[config.mk]
export PLATFORM = sky130hd
export DESIGN_NAME = fsk_frame_rx
export DESIGN_NICKNAME = d
export VERILOG_FILES = /design/src/rtl/fsk_pkg.sv /design/src/rtl/hamming12_8_correct.sv /design/src/rtl/fsk_frame_rx.sv
export SDC_FILE = /design/constraint.sdc
export NUM_CORES = 1
export LEC_CHECK = 0
export ABC_AREA = 1
export CORE_MARGIN = 1
export CORE_UTILIZATION = 35
export CTS_CLUSTER_SIZE = 10
export DETAILED_ROUTE_END_ITERATION = 10
export GPL_TIMING_DRIVEN = 0
export SLEW_MARGIN = 20
export SYNTH_ARGS = -nofsm -noshare
export SYNTH_HDL_FRONTEND = slang
export SYNTH_SLANG_ARGS = --single-unit
export TNS_END_PERCENT = 1
[constraint.sdc]
create_clock -name clk -period 7.8 [get_ports clk]
set_clock_uncertainty 0.2 [all_clocks]
set_input_delay 1.56 -clock clk [delete_from_list [all_inputs] [get_ports clk]]
set_output_delay 1.56 -clock clk [all_outputs]
set_load 0.01 [all_outputs]
[src/rtl/fsk_pkg.sv]
// Shared constants and types for the FSK frame receiver and its Hamming(12,8) corrector.
package fsk_pkg;

  localparam int unsigned SAMPLES_PER_BIT_DEF = 16;
  localparam int unsigned EDGE_THRESH_DEF     = 6;
  localparam int unsigned BITS_PER_FRAME      = 12;

  // Codeword positions (1-based) carrying dataout[0] .. dataout[7]; the rest are parity.
  localparam int unsigned DATA_POS [8] = '{3, 5, 6, 7, 9, 10, 11, 12};

  typedef enum logic [1:0] {
    StIdle,
    StRecv,
    StDecode
  } state_e;

endpackage

[src/rtl/hamming12_8_correct.sv]
// Combinational Hamming(12,8) syndrome check: fixes one flipped position, flags syndromes
// that point past the end of the codeword, and extracts the data byte.
module hamming12_8_correct
  import fsk_pkg::*;
(
  input  logic [11:0] codeword,
  output logic [7:0]  data,
  output logic        corrected,
  output logic        uncorrectable
);

  logic [3:0]  syndrome;
  logic [11:0] fixed;

  always_comb begin
    syndrome = 4'd0;
    for (int i = 0; i < 12; i++) begin
      if (codeword[i]) begin
        syndrome = syndrome ^ 4'(i + 1);
      end
    end

    fixed         = codeword;
    corrected     = 1'b0;
    uncorrectable = 1'b0;
    if (syndrome > 4'd12) begin
      uncorrectable = 1'b1;
    end else if (syndrome != 4'd0) begin
      fixed[syndrome - 4'd1] = ~codeword[syndrome - 4'd1];
      corrected              = 1'b1;
    end

    for (int k = 0; k < 8; k++) begin
      data[k] = fixed[DATA_POS[k] - 1];
    end
  end

endmodule

[src/rtl/fsk_frame_rx.sv]
// FSK frame receiver: counts line edges per oversampled bit window, shifts in a 12-bit
// Hamming codeword MSB first, then corrects and presents the byte with a one-cycle strobe.
module fsk_frame_rx
  import fsk_pkg::*;
#(
  parameter int unsigned SAMPLES_PER_BIT = SAMPLES_PER_BIT_DEF,
  parameter int unsigned EDGE_THRESH     = EDGE_THRESH_DEF
) (
  input  logic       clk,
  input  logic       reset,
  input  logic       fskdata,
  input  logic       frame_sync,
  output logic [7:0] dataout,
  output logic       valid,
  output logic       corrected,
  output logic       uncorrectable,
  output logic       busy
);

  localparam int unsigned SW = (SAMPLES_PER_BIT > 1) ? $clog2(SAMPLES_PER_BIT) : 1;
  localparam logic [SW-1:0] LAST_SAMPLE = SW'(SAMPLES_PER_BIT - 1);
  localparam logic [3:0] LAST_BIT = 4'(BITS_PER_FRAME - 1);

  state_e state_q, state_d;
  logic prev_sample_q;
  logic [SW-1:0] samp_q, samp_d, cur_samp;
  logic [3:0] bit_q, bit_d, cur_bit;
  logic [3:0] edges_q, edges_d, cur_edges, edges_next;
  logic [BITS_PER_FRAME-1:0] sr_q, sr_d, cur_sr;
  logic [7:0] data_q, data_d, dec_data;
  logic valid_q, valid_d, corr_q, corr_d, unc_q, unc_d;
  logic dec_corr, dec_unc;
  logic recv, edge_now, window_end, bit_val;

  hamming12_8_correct u_correct (
    .codeword      (sr_q),
    .data          (dec_data),
    .corrected     (dec_corr),
    .uncorrectable (dec_unc)
  );

  always_comb begin
    // frame_sync in any state starts a fresh frame at this very sample.
    recv       = frame_sync || (state_q == StRecv);
    cur_samp   = frame_sync ? '0 : samp_q;
    cur_bit    = frame_sync ? 4'd0 : bit_q;
    cur_sr     = frame_sync ? '0 : sr_q;
    cur_edges  = (cur_samp == '0) ? 4'd0 : edges_q;
    edge_now   = fskdata ^ prev_sample_q;
    edges_next = (cur_edges == 4'hf) ? cur_edges : cur_edges + {3'b000, edge_now};
    window_end = (cur_samp == LAST_SAMPLE);
    bit_val    = ({28'd0, edges_next} >= EDGE_THRESH);

    state_d = state_q;
    samp_d  = samp_q;
    bit_d   = bit_q;
    edges_d = edges_q;
    sr_d    = sr_q;
    valid_d = 1'b0;
    data_d  = data_q;
    corr_d  = corr_q;
    unc_d   = unc_q;

    if (state_q == StDecode) begin
      state_d = StIdle;
      valid_d = 1'b1;
      data_d  = dec_data;
      corr_d  = dec_corr;
      unc_d   = dec_unc;
    end

    if (recv) begin
      state_d = StRecv;
      edges_d = edges_next;
      bit_d   = cur_bit;
      sr_d    = cur_sr;
      samp_d  = cur_samp + SW'(1);
      if (window_end) begin
        samp_d = '0;
        sr_d   = {cur_sr[BITS_PER_FRAME-2:0], bit_val};
        if (cur_bit == LAST_BIT) begin
          state_d = StDecode;
        end else begin
          bit_d = cur_bit + 4'd1;
        end
      end
    end
  end

  always_ff @(posedge clk) begin
    if (reset) begin
      state_q       <= StIdle;
      prev_sample_q <= 1'b0;
      samp_q        <= '0;
      bit_q         <= 4'd0;
      edges_q       <= 4'd0;
      sr_q          <= '0;
      data_q        <= 8'h00;
      valid_q       <= 1'b0;
      corr_q        <= 1'b0;
      unc_q         <= 1'b0;
    end else begin
      state_q       <= state_d;
      prev_sample_q <= fskdata;
      samp_q        <= samp_d;
      bit_q         <= bit_d;
      edges_q       <= edges_d;
      sr_q          <= sr_d;
      data_q        <= data_d;
      valid_q       <= valid_d;
      corr_q        <= corr_d;
      unc_q         <= unc_d;
    end
  end

  assign dataout       = data_q;
  assign valid         = valid_q;
  assign corrected     = corr_q;
  assign uncorrectable = unc_q;
  assign busy          = (state_q != StIdle);

endmodule

==> results of run 1 <==
cell type report:
cell class,count,share of cell area [%]
Multi-Input combinational cell,271,51.21
Sequential cell,38,26.84
Inverter,49,6.578
Timing Repair Buffer,15,5.298
Tap cell,80,3.532
Clock buffer,6,2.914
Clock inverter,2,2.119
Buffer,10,1.501
metrics by stage:
stage	cells	util (%)
6_report	471	41.94
5_1_grt	471	41.94
4_1_cts	471	41.94
3_5_place_dp	463	39.83
3_3_place_gp	463	39.83
2_1_floorplan	368	-
cells by family (layout without fill, tap and decap cells):
group | after synthesis | count (layout)
and+or+nand+nor | 193 | 193
buffers and inverters | 59 | 82
AOI/OAI and AO/OA | 58 | 58
DFF | 38 | 38
adders and majority gates | 10 | 10
xor gates and xnor gates | 10 | 10
sequential cells by signal, indices dropped and copies added (netlist names):
name,count
samp_q,4
edges_q,4
state_q,2
prev_sample_q,1
uncorrectable,1
bit_q,4
valid,1
sr_q,12
dataout,8
corrected,1
power breakdown:
| part | leakage (nW) | total [mW] | internal, mW | switching, mW |
|---|---|---|---|---|
| logic | 0.833 | 0.0219 | 0.00710 | 0.0148 |
| clock network | 0.0714 | 0.207 | 0.136 | 0.0705 |
| registers | 0.308 | 0.199 | 0.197 | 0.00154 |
per-layer routing:
metal	track usage, %	up-vias	routed length [um]
li1	-	1221	-
met4	5.909	0	101
met2	24.22	36	2222
met5	0	-	0
met1	21.24	958	2760
met3	3.465	8	174
worst max-delay path by stage:
stage | from | to
detailed placement | frame_sync | sr_q[0]$_SDFFE_PP0P_
CTS | frame_sync | sr_q[0]$_SDFFE_PP0P_
floorplan | frame_sync | sr_q[0]$_SDFFE_PP0P_
global route | frame_sync | sr_q[0]$_SDFFE_PP0P_
finish | frame_sync | sr_q[0]$_SDFFE_PP0P_
global placement | frame_sync | sr_q[0]$_SDFFE_PP0P_
layout by cell type (no fill, tap or decap), types with 2 or more instances in the layout:
| cell type | count |
|---|---|
| clkinv_1 | 2 |
| inv_1 | 39 |
| nand3_1 | 34 |
| a21oi_1 | 35 |
| a211oi_1 | 3 |
| nor2_4 | 2 |
| bufinv_16 | 2 |
| xor2_1 | 6 |
| nand4_1 | 5 |
| clkbuf_8 | 6 |
| nor3_1 | 2 |
| ha_1 | 10 |
| nand2_1 | 116 |
| dfxtp_1 | 38 |
| nor2_2 | 2 |
| nand2_2 | 3 |
| nand2_4 | 3 |
| o21ai_0 | 10 |
| nor2_1 | 21 |
| o211ai_1 | 2 |
| nand3_4 | 2 |
| inv_2 | 7 |
| clkbuf_1 | 7 |
| a21oi_2 | 3 |
| xnor2_1 | 3 |
| clkdlybuf4s50_1 | 15 |
critical path: stages:
cell and delay (ns):
clkdlybuf4s50_1 0.60, nor2_1 0.13, inv_1 0.07, ha_1 0.14
nand3_1 0.16, nand2_1 0.10, inv_1 0.05, ha_1 0.21
ha_1 0.19, xor2_1 0.18, o211ai_1 0.24, nand3_1 0.11
a21oi_1 0.13
==> flow_summary.yaml, run 1 <==
status:
  outcome: "finished clean"
synth:
  synthArstFlopShare_pct: 0
  synthCells: 368
  syn_nets: 382
  ys_ff_latch: 38
  synthAdderAreaFrac_pct: 5.126
  synth_top_family_by_area: "simple AND/OR/NAND/NOR gates"
  synth_compound_area_share_pct: 13.74
  synth_top_area_share_pct: 31.16
  yosysWarnings: 0
  syn_area_mm2: 0.002441
  yosys-top-cells-area: "dfxtp_1 (31%), nand2_1 (18%), a21oi_1 (7.2%)"
  yosysTopAreaCell: "dfxtp_1"
  seq_area_frac_synth_pct: 31.16
  synth-edff-count: 0
  synth_mux_area_share_pct: 0
  ys_types: 36
  synth_flop_cell: "dfxtp_1"
  synth_xor_area_share_pct: 4.357
  synth_area_per_cell_um2: 6.633
  synth-simple-area-share_pct: 36.24
  yosysMostFrequentCell: "nand2_1"
  synthTopCellsByCount: "nand2_1 (116), inv_1 (39), dfxtp_1 (38)"
finish:
  finish.instance_area_mm2: 0.002834
  multi_input_area_mm2: 0.001451
  syn2layout_area_growth_pct: 16.09
  fillCellCount: 716
  layout.nets: 404
  diodes: 0
  seq_area_um2: 760.7
  drive_gt1_share_pct: 9.463
power:
  power.static_leakage_nw: 1.212
  peakVddDrop_mv: 0.06778
  powerDensity_mw_per_mm2: 150.8
  total_power_mw: 0.4274
sta:
  fin_tns_setup_ns: 0
  tightest_slew_ns: 0.5927
  slew_viol_final: 0
  fmax_mhz: 259.4
  final_hold_viol_count: 0
  worst_slack_ns: 3.944
  relSlewSlack_pct: 60.48
  min_period_over_period_pct: 49.43
  hold_slack_ns: 0.2664
  finalSetupViolations: 0
  period_needed_ns: 3.856
  rsz0062_at_grt: "false"
clocking:
  clk_pin_slew_ns: 0.07
  cts_resized: 0
  worstSkewPairLatency_ns: 0.29
  cts_buffer_depth: 2
  htree_num_levels: 2
  cts_sinks: 38
  ctsHoldBuffers: 0
  cts_setup_buffers: 0
  clock-root-buffer: "clkbuf_8"
  cts_buffers: 5
  cts_tree: "done"
global_routing:
  grt_pass1_vias: 1994
  grt_pass1_wl_mm: 8.983
  grt_max_degree: 13
  grt_usage_pct: 15.62
  antenna_found_initial: 0
  gr-total-overflow: 0
detailed_routing:
  dr.pass1.iters: 4
  drc: 0
  viasPerCell: 4.720
  routedWlPerCell_um: 11.17
  via_count: 2223
  dr.first_iter.drc_count: 148
  ant_nets: 0
  routed_wl_mm: 5.259
place:
  pre_cts_ws_ns: 3.629
  gp_congestion: 0.8360
  place_area_mm2: 0.002691
  port_buffers: 15
  hpwl_mm: 4.076
min_path:
  hold_start: "dataout[0]$_SDFFE_PP0P_"
  hold_depth: 2
  hp-class: "reg2reg"
  min_to: "dataout[0]$_SDFFE_PP0P_"
worst_setup_path:
  r2r_start: "sr_q[4]$_SDFFE_PP0P_"
  worstSetupStartpointType: "primary input"
  cp-end-kind: "flop"
  reg2reg_depth: 17
  path_max_fanout: 6
  worstPathRequired_ns: 7.82
  r2r_setup_slack_ns: 5.00
  r2r_end: "dataout[4]$_SDFFE_PP0P_"
  crit_type: "in2reg"
  crit_arrival_ns: 3.88
floorplan:
  rows: 30
  core_area_mm2: 0.006756
  dieArea_mm2: 0.007313
  die_height_um: 85.52
  ioPinCount: 16
  die_x_um: 85.52
  start_util_pct: 36.13
job:
  maxCapViolCount: 0
Note: power is estimated with default switching activity, not from simulation.
==> run 2: changes to the inputs <==
Clock period 7.8 ns to 3.2 ns, I/O delays scaled along.
==> results of run 2 <==
The final DEF is identical to that of run 1. Status: finished clean.
Among the figures that moved: setup slack after placement 3.629 ns -> -0.05064 ns; setup slack after layout 3.944 ns -> 0.2643 ns; register-to-register setup slack 5.00 ns -> 0.40 ns; total power 0.4274 mW -> 1.042 mW; worst IR drop on VDD 0.06778 mV -> 0.1652 mV
